**src/rtl/vga_pkg.sv**
```systemverilog
// rtl/vga_pkg.sv - shared timing constants, control-bit bundle and helpers for the VGA scan
package vga_pkg;

    // Default 640x480@60 Hz horizontal timing in pixels
    localparam int H_ACTIVE_DEF = 640;
    localparam int H_FP_DEF     = 16;
    localparam int H_SYNC_DEF   = 96;
    localparam int H_BP_DEF     = 48;
    localparam int H_TOTAL      = H_ACTIVE_DEF + H_FP_DEF + H_SYNC_DEF + H_BP_DEF;
    localparam int H_SYNC_START = H_ACTIVE_DEF + H_FP_DEF;
    localparam int H_SYNC_END   = H_SYNC_START + H_SYNC_DEF;

    // Default vertical timing in lines
    localparam int V_ACTIVE_DEF = 480;
    localparam int V_FP_DEF     = 10;
    localparam int V_SYNC_DEF   = 2;
    localparam int V_BP_DEF     = 33;
    localparam int V_TOTAL      = V_ACTIVE_DEF + V_FP_DEF + V_SYNC_DEF + V_BP_DEF;
    localparam int V_SYNC_START = V_ACTIVE_DEF + V_FP_DEF;
    localparam int V_SYNC_END   = V_SYNC_START + V_SYNC_DEF;

    // Hack screen window: 512x256 pixels, 32 words per line
    localparam int WIN_W        = 512;
    localparam int WIN_H        = 256;
    localparam int WIN_X0_DEF   = 64;
    localparam int WIN_Y0_DEF   = 112;
    localparam int SCR_WORDS    = 8192;
    localparam int SCR_AW       = $clog2(SCR_WORDS);
    localparam int RD_LAT_DEF   = 1;

    // Per-pixel control bits carried alongside the memory read
    typedef struct packed {
        logic       hsync;
        logic       vsync;
        logic       video_on;
        logic       in_win;
        logic       frame;
        logic [3:0] bit_idx;
    } ctrl_t;

    // Inactive control word: syncs released, nothing visible
    localparam ctrl_t CTRL_IDLE = '{
        hsync:    1'b1,
        vsync:    1'b1,
        video_on: 1'b0,
        in_win:   1'b0,
        frame:    1'b0,
        bit_idx:  4'd0
    };

    // Half-open interval test lo <= x < hi
    function automatic logic in_range(input logic [10:0] x, input logic [10:0] lo,
                                      input logic [10:0] hi);
        return (x >= lo) && (x < hi);
    endfunction

endpackage

```
**src/rtl/vga_delay_line.sv**
```systemverilog
// rtl/vga_delay_line.sv - fixed-depth register delay line with async reset to a given value
module vga_delay_line #(
    parameter int               WIDTH   = 1,
    parameter int               DEPTH   = 1,
    parameter logic [WIDTH-1:0] RST_VAL = '0
) (
    input  logic             clk,
    input  logic             rst,
    input  logic [WIDTH-1:0] din,
    output logic [WIDTH-1:0] dout
);

    logic [WIDTH-1:0] stage_q [DEPTH];
    logic [WIDTH-1:0] stage_d [DEPTH];

    // Shift: each stage takes the previous one, stage 0 takes the input
    always_comb begin
        stage_d[0] = din;
        for (int i = 1; i < DEPTH; i++) begin
            stage_d[i] = stage_q[i-1];
        end
    end

    // Stage registers; reset flushes every stage to the inactive value
    always_ff @(posedge clk or posedge rst) begin
        if (rst) begin
            for (int i = 0; i < DEPTH; i++) begin
                stage_q[i] <= RST_VAL;
            end
        end else begin
            for (int i = 0; i < DEPTH; i++) begin
                stage_q[i] <= stage_d[i];
            end
        end
    end

    assign dout = stage_q[DEPTH-1];

endmodule

```
**src/rtl/vga_screen_scan.sv**
```systemverilog
// rtl/vga_screen_scan.sv - VGA raster generator serialising the Hack screen into a centred window
module vga_screen_scan
    import vga_pkg::*;
#(
    parameter int H_ACTIVE = H_ACTIVE_DEF,
    parameter int H_FP     = H_FP_DEF,
    parameter int H_SYNC   = H_SYNC_DEF,
    parameter int H_BP     = H_BP_DEF,
    parameter int V_ACTIVE = V_ACTIVE_DEF,
    parameter int V_FP     = V_FP_DEF,
    parameter int V_SYNC   = V_SYNC_DEF,
    parameter int V_BP     = V_BP_DEF,
    parameter int WIN_X0   = WIN_X0_DEF,
    parameter int WIN_Y0   = WIN_Y0_DEF,
    parameter int RD_LAT   = RD_LAT_DEF
) (
    input  logic              clk_25,
    input  logic              rst,
    output logic [SCR_AW-1:0] scr_addr,
    input  logic [15:0]       scr_data,
    output logic              hsync,
    output logic              vsync,
    output logic              video_on,
    output logic              pix_on,
    output logic              frame_start
);

    localparam int H_TOT = H_ACTIVE + H_FP + H_SYNC + H_BP;
    localparam int V_TOT = V_ACTIVE + V_FP + V_SYNC + V_BP;

    localparam logic [9:0]  H_LAST = 10'(H_TOT - 1);
    localparam logic [9:0]  V_LAST = 10'(V_TOT - 1);
    localparam logic [10:0] H_VIS  = 11'(H_ACTIVE);
    localparam logic [10:0] H_SS   = 11'(H_ACTIVE + H_FP);
    localparam logic [10:0] H_SE   = 11'(H_ACTIVE + H_FP + H_SYNC);
    localparam logic [10:0] V_VIS  = 11'(V_ACTIVE);
    localparam logic [10:0] V_SS   = 11'(V_ACTIVE + V_FP);
    localparam logic [10:0] V_SE   = 11'(V_ACTIVE + V_FP + V_SYNC);
    localparam logic [10:0] WX_LO  = 11'(WIN_X0);
    localparam logic [10:0] WX_HI  = 11'(WIN_X0 + WIN_W);
    localparam logic [10:0] WY_LO  = 11'(WIN_Y0);
    localparam logic [10:0] WY_HI  = 11'(WIN_Y0 + WIN_H);

    // Control bits must wait for the address register plus the memory latency
    localparam int CTRL_DEPTH = RD_LAT + 1;

    // S0 counters
    logic [9:0] h_q, h_d;
    logic [9:0] v_q, v_d;

    // S0 decode
    logic [10:0] h_ext, v_ext;
    logic [8:0]  h_off;
    logic [7:0]  v_off;
    logic        win_s0;
    ctrl_t       ctrl_s0;
    ctrl_t       ctrl_dly;

    // S1 address register
    logic [SCR_AW-1:0] scr_addr_q, scr_addr_d;

    // Output stage registers
    logic hsync_q, hsync_d;
    logic vsync_q, vsync_d;
    logic video_on_q, video_on_d;
    logic pix_on_q, pix_on_d;
    logic frame_start_q, frame_start_d;

    // Horizontal counter wraps at the line end and advances the line counter
    always_comb begin
        h_d = h_q + 10'd1;
        v_d = v_q;
        if (h_q == H_LAST) begin
            h_d = '0;
            v_d = (v_q == V_LAST) ? '0 : v_q + 10'd1;
        end
    end

    // Counter registers
    always_ff @(posedge clk_25 or posedge rst) begin
        if (rst) begin
            h_q <= '0;
            v_q <= '0;
        end else begin
            h_q <= h_d;
            v_q <= v_d;
        end
    end

    // Decode the current position into a memory address and the control bits for that pixel
    always_comb begin
        h_ext  = {1'b0, h_q};
        v_ext  = {1'b0, v_q};
        h_off  = h_q[8:0] - 9'(WIN_X0);
        v_off  = v_q[7:0] - 8'(WIN_Y0);
        win_s0 = in_range(h_ext, WX_LO, WX_HI) && in_range(v_ext, WY_LO, WY_HI);

        ctrl_s0          = CTRL_IDLE;
        ctrl_s0.hsync    = !in_range(h_ext, H_SS, H_SE);
        ctrl_s0.vsync    = !in_range(v_ext, V_SS, V_SE);
        ctrl_s0.video_on = (h_ext < H_VIS) && (v_ext < V_VIS);
        ctrl_s0.in_win   = win_s0;
        ctrl_s0.frame    = (h_q == '0) && (v_q == '0);
        ctrl_s0.bit_idx  = h_off[3:0];

        scr_addr_d = win_s0 ? {v_off, h_off[8:4]} : '0;
    end

    // Address register feeding the screen memory
    always_ff @(posedge clk_25 or posedge rst) begin
        if (rst) begin
            scr_addr_q <= '0;
        end else begin
            scr_addr_q <= scr_addr_d;
        end
    end

    assign scr_addr = scr_addr_q;

    vga_delay_line #(
        .WIDTH   ($bits(ctrl_t)),
        .DEPTH   (CTRL_DEPTH),
        .RST_VAL (CTRL_IDLE)
    ) u_ctrl_dly (
        .clk  (clk_25),
        .rst  (rst),
        .din  (ctrl_s0),
        .dout (ctrl_dly)
    );

    // Pick the pixel bit from the returned word; Hack 1 is black, data ignored outside the window
    always_comb begin
        hsync_d       = ctrl_dly.hsync;
        vsync_d       = ctrl_dly.vsync;
        video_on_d    = ctrl_dly.video_on;
        frame_start_d = ctrl_dly.frame;
        pix_on_d      = 1'b0;
        if (ctrl_dly.in_win && ctrl_dly.video_on) begin
            pix_on_d = !scr_data[ctrl_dly.bit_idx];
        end
    end

    // Output registers, all five aligned to the same pixel
    always_ff @(posedge clk_25 or posedge rst) begin
        if (rst) begin
            hsync_q       <= 1'b1;
            vsync_q       <= 1'b1;
            video_on_q    <= 1'b0;
            pix_on_q      <= 1'b0;
            frame_start_q <= 1'b0;
        end else begin
            hsync_q       <= hsync_d;
            vsync_q       <= vsync_d;
            video_on_q    <= video_on_d;
            pix_on_q      <= pix_on_d;
            frame_start_q <= frame_start_d;
        end
    end

    assign hsync       = hsync_q;
    assign vsync       = vsync_q;
    assign video_on    = video_on_q;
    assign pix_on      = pix_on_q;
    assign frame_start = frame_start_q;

endmodule

```
**config.mk**
```make
export PLATFORM = sky130hd
export DESIGN_NAME = vga_screen_scan
export DESIGN_NICKNAME = d
export VERILOG_FILES = /design/src/rtl/vga_pkg.sv /design/src/rtl/vga_delay_line.sv /design/src/rtl/vga_screen_scan.sv
export SDC_FILE = /design/constraint.sdc
export NUM_CORES = 1
export LEC_CHECK = 0
export ABC_AREA = 1
export ABC_CLOCK_PERIOD_IN_PS = 2400
export CORE_MARGIN = 2
export CORE_UTILIZATION = 30
export CTS_CLUSTER_DIAMETER = 40
export DETAILED_ROUTE_END_ITERATION = 16
export PLACE_DENSITY = 0.58
export SLEW_MARGIN = 0
export SYNTH_ARGS = -nofsm -noshare
export SYNTH_HDL_FRONTEND = slang
export SYNTH_SLANG_ARGS = --single-unit
export TNS_END_PERCENT = 50
```
**constraint.sdc**
```tcl
create_clock -name clk_25 -period 2.4 [get_ports clk_25]
set_clock_uncertainty 0.05 [all_clocks]
set_input_delay 0.48 -clock clk_25 [delete_from_list [all_inputs] [get_ports clk_25]]
set_output_delay 0.48 -clock clk_25 [all_outputs]
set_load 0.1 [all_outputs]
```
==> impl_metrics.py <==
metrics = {
    "power_and_ir_drop": {
        "vdd_drop_max_uv": 206,
        "pwr-share-clk": 0.367,
        "combPwrFrac": 0.037,
        "p_leak_nw": 1.63,
        "powerDensity_mw_per_mm2": 489,
        "power.share.sequential": 0.595,
        "power.internal_w": 0.00128,
        "swShare": 0.191,
        "switching_power_w": 0.000302,
    },
    "critical_path": {
        "crit_required_ns": 2.57,
        "cp.arrival_ns": 1.99,
        "rr_endpoint": "scr_addr[0]",
        "startpoint_type": "flop",
        "end_kind": "flop",
        "reg2reg_from": "v_q[5]",
        "reg2reg_setup_slack_ns": 0.58,
        "worstSetupPathType": "flop to flop",
        "endpoint": "scr_addr[0]",
        "crit_fanout": 14,
        "r2r_cells": 7,
        "crit_start": "v_q[5]",
    },
    "clock_tree": {
        "cts_buffers": 5,
        "clkTransAtPathRegs_ns": 0.09,
        "htreeDepth": 2,
        "cts.repair.resized": 0,
        "cts.path.max_buffers": 2,
        "root_buffer": "clkbuf_8",
        "postCtsSetupBuffers": 0,
        "clk_latency_ns": 0.30,
        "cts.sinks": 56,
        "cts_tree": "yes",
        "cts.hold.buffers_added": 0,
    },
    "drt": {
        "routed_via_density": 4.37,
        "drt_iter0_drc": 128,
        "antenna_left": 0,
        "drt_wl_total_mm": 4.94,
        "dr_total_vias": 1947,
        "wl_per_cell_um": 11.1,
        "drtPass1Iterations": 4,
        "drc_errors": 0,
    },
    "sta": {
        "tightest_slew_ns": 0.499,
        "rsz0062_at_grt": "false",
        "drv_slew": 0,
        "fin_crit_ns": 1.82,
        "setup_viol_count_final": 0,
        "hold_viol_final": 0,
        "timing.final.ws_setup_ns": 0.580,
        "fmax_mhz": 549,
        "tns_ns": 0,
        "period_share": 0.758,
        "slew_headroom": 0.667,
    },
    "synthesis": {
        "yosys_warnings": 0,
        "synth_area_mm2": 0.00270,
        "yosysSeqAreaShare": 0.522,
        "ys_types": 30,
        "postSynthAreaPerCell_um2": 9.06,
        "synth_nets": 329,
        "netlist_instances": 298,
        "synth-seq-cells": 56,
    },
    "global_routing": {
        "antenna_found_initial": 0,
        "grt.overflow.total": 0,
        "grt_max_degree": 25,
        "grt_pass1_wl_mm": 8.60,
        "grt_pass1_vias": 1920,
        "grtUsageTotal": 0.106,
    },
    "run_status": {
        "outcome": "complete, no violations",
    },
    "die": {
        "start_util": 0.309,
        "fp-row-count": 34,
        "fp.dieH_um": 98.8,
        "die_x_um": 98.8,
        "dieArea_mm2": 0.00977,
        "io_pins": 36,
        "core-area_mm2": 0.00872,
    },
    "final_layout": {
        "nets": 369,
        "num-fill-cells": 865,
        "area_growth_pct": 19.9,
        "multi_input_area_mm2": 0.00106,
        "n_antenna_cell": 0,
        "drive_above_1_share": 0.198,
        "register_area_mm2": 0.00141,
    },
    "worst_hold_path": {
        "hold_class": "flop to flop",
    },
    "flow_run": {
        "cap_violations": 0,
    },
    "placement": {
        "port_buffers": 35,
        "gp_congestion": 0.938,
        "dpl.hpwl_mm": 3.85,
        "place_ws_ns": 0.544,
    },
}
==> flip-flops by register name, summed over array words and instances, names as in the netlist <==
| name | flops |
|---|---|
| frame_start | 1 |
| h_q | 10 |
| hsync | 1 |
| pix_on | 1 |
| scr_addr | 13 |
| u_ctrl_dly.dout | 9 |
| u_ctrl_dly.stage_d | 9 |
| v_q | 10 |
| video_on | 1 |
| vsync | 1 |
==> routing by layer <==
| metal | track usage | up-vias | wire (um) |
|---|---|---|---|
| met5 | 0 | - | 0 |
| met4 | 0.0411 | 0 | 78 |
| met3 | 0.0142 | 6 | 213 |
| met2 | 0.185 | 44 | 2390 |
| met1 | 0.134 | 897 | 2250 |
| li1 | - | 1000 | - |
==> worst min path at each step <==
stage	start	to	slack, ns	depth (start not counted)
2_1_floorplan	u_ctrl_dly.dout[4]	frame_start	0.28	0
3_3_place_gp	u_ctrl_dly.stage_d[5]	u_ctrl_dly.dout[5]	0.28	0
3_5_place_dp	u_ctrl_dly.stage_d[2]	u_ctrl_dly.dout[2]	0.28	0
4_1_cts	u_ctrl_dly.stage_d[5]	u_ctrl_dly.dout[5]	0.31	0
5_1_grt	u_ctrl_dly.stage_d[4]	u_ctrl_dly.dout[4]	0.31	0
6_report	u_ctrl_dly.stage_d[5]	u_ctrl_dly.dout[5]	0.30	0
==> through the flow <==
step            util  cells  hold WS, ns  area, um^2  power, W
5_1_grt        0.371    446        0.314        3240   0.00165
3_5_place_dp   0.359    439        0.285        3130   0.00102
4_1_cts        0.371    446        0.307        3240   0.00161
2_1_floorplan      -    298        0.281        2700  0.000984
6_report       0.371    446        0.302        3240   0.00158
3_3_place_gp   0.359    439        0.284        3130   0.00102
==> Yosys cell counts (all sizes together) <==
cell type,n,area share
ha,13,0.060
a21oi,6,0.013
xor2,8,0.026
nand4,4,0.0093
nor4,1,0.0023
nor3b,1,0.0028
nor2,41,0.075
dfstp,6,0.058
inv,51,0.071
nand3,30,0.061
o211ai,1,0.0028
nand2,57,0.083
nor3,7,0.019
xnor2,2,0.0065
buf,5,0.015
dfrtp,50,0.46
o2111ai,1,0.0032
o21ai,14,0.029
==> placed cells by master, fill, tap and decap left out, types with 2 or more instances in the layout <==
| cell | Yosys | layout |
|---|---|---|
| xnor2_1 | 2 | 2 |
| o21ai_2 | 2 | 2 |
| clkbuf_8 | 0 | 5 |
| nor2_1 | 28 | 28 |
| nand2_1 | 53 | 53 |
| nand2_2 | 4 | 4 |
| nor2_2 | 10 | 10 |
| nand3_1 | 27 | 27 |
| inv_2 | 8 | 9 |
| xor2_1 | 8 | 8 |
| nand3_2 | 3 | 3 |
| nor3_1 | 5 | 5 |
| nand4_1 | 4 | 4 |
| ha_1 | 13 | 13 |
| nor2_4 | 3 | 3 |
| o21ai_0 | 7 | 7 |
| dfrtp_1 | 50 | 50 |
| buf_4 | 1 | 20 |
| inv_1 | 43 | 42 |
| dfstp_2 | 6 | 6 |
| o21ai_1 | 5 | 5 |
| a21oi_1 | 5 | 5 |
| clkdlybuf4s50_1 | 0 | 17 |
==> logic make-up after synthesis <==
kind of cell | Yosys count | share of synthesized area
AOI/OAI and AO/OA | 22 | 0.0473
xor gates and xnor gates | 10 | 0.0325
adders and majority gates | 13 | 0.0603
buffers and inverters | 56 | 0.0858
DFF | 56 | 0.522
and+or+nand+nor | 141 | 0.252
==> area by class of cell <==
class / instances / area share
flip-flops and latches: 56 / 0.435
multi-input cells: 186 / 0.327
repair buffers: 38 / 0.105
inverters: 51 / 0.0591
well taps: 108 / 0.0417
clock buffers: 6 / 0.0224
clock inverters: 1 / 0.00928
==> critical path: stages (launching register included) <==
cell and delay [ns]:
dfrtp_1 0.46, ha_1 0.29, nand2_1 0.09, nand2_2 0.10, nor3_1 0.05, o21ai_1 0.10, nand3_2 0.38, nor2_1 0.23
==> power groups by stage <==
stage	Clock, W	Sequential [W]	Combinational (W)
after detailed placement	0	0.000962	0.0000611
after global routing	0.000642	0.000944	0.0000677
after global placement	0	0.000962	0.0000610
final	0.000581	0.000943	0.0000593
after CTS	0.000605	0.000943	0.0000618
after floorplan	0	0.000962	0.0000224
Note: power is estimated with default switching activity, not from simulation.
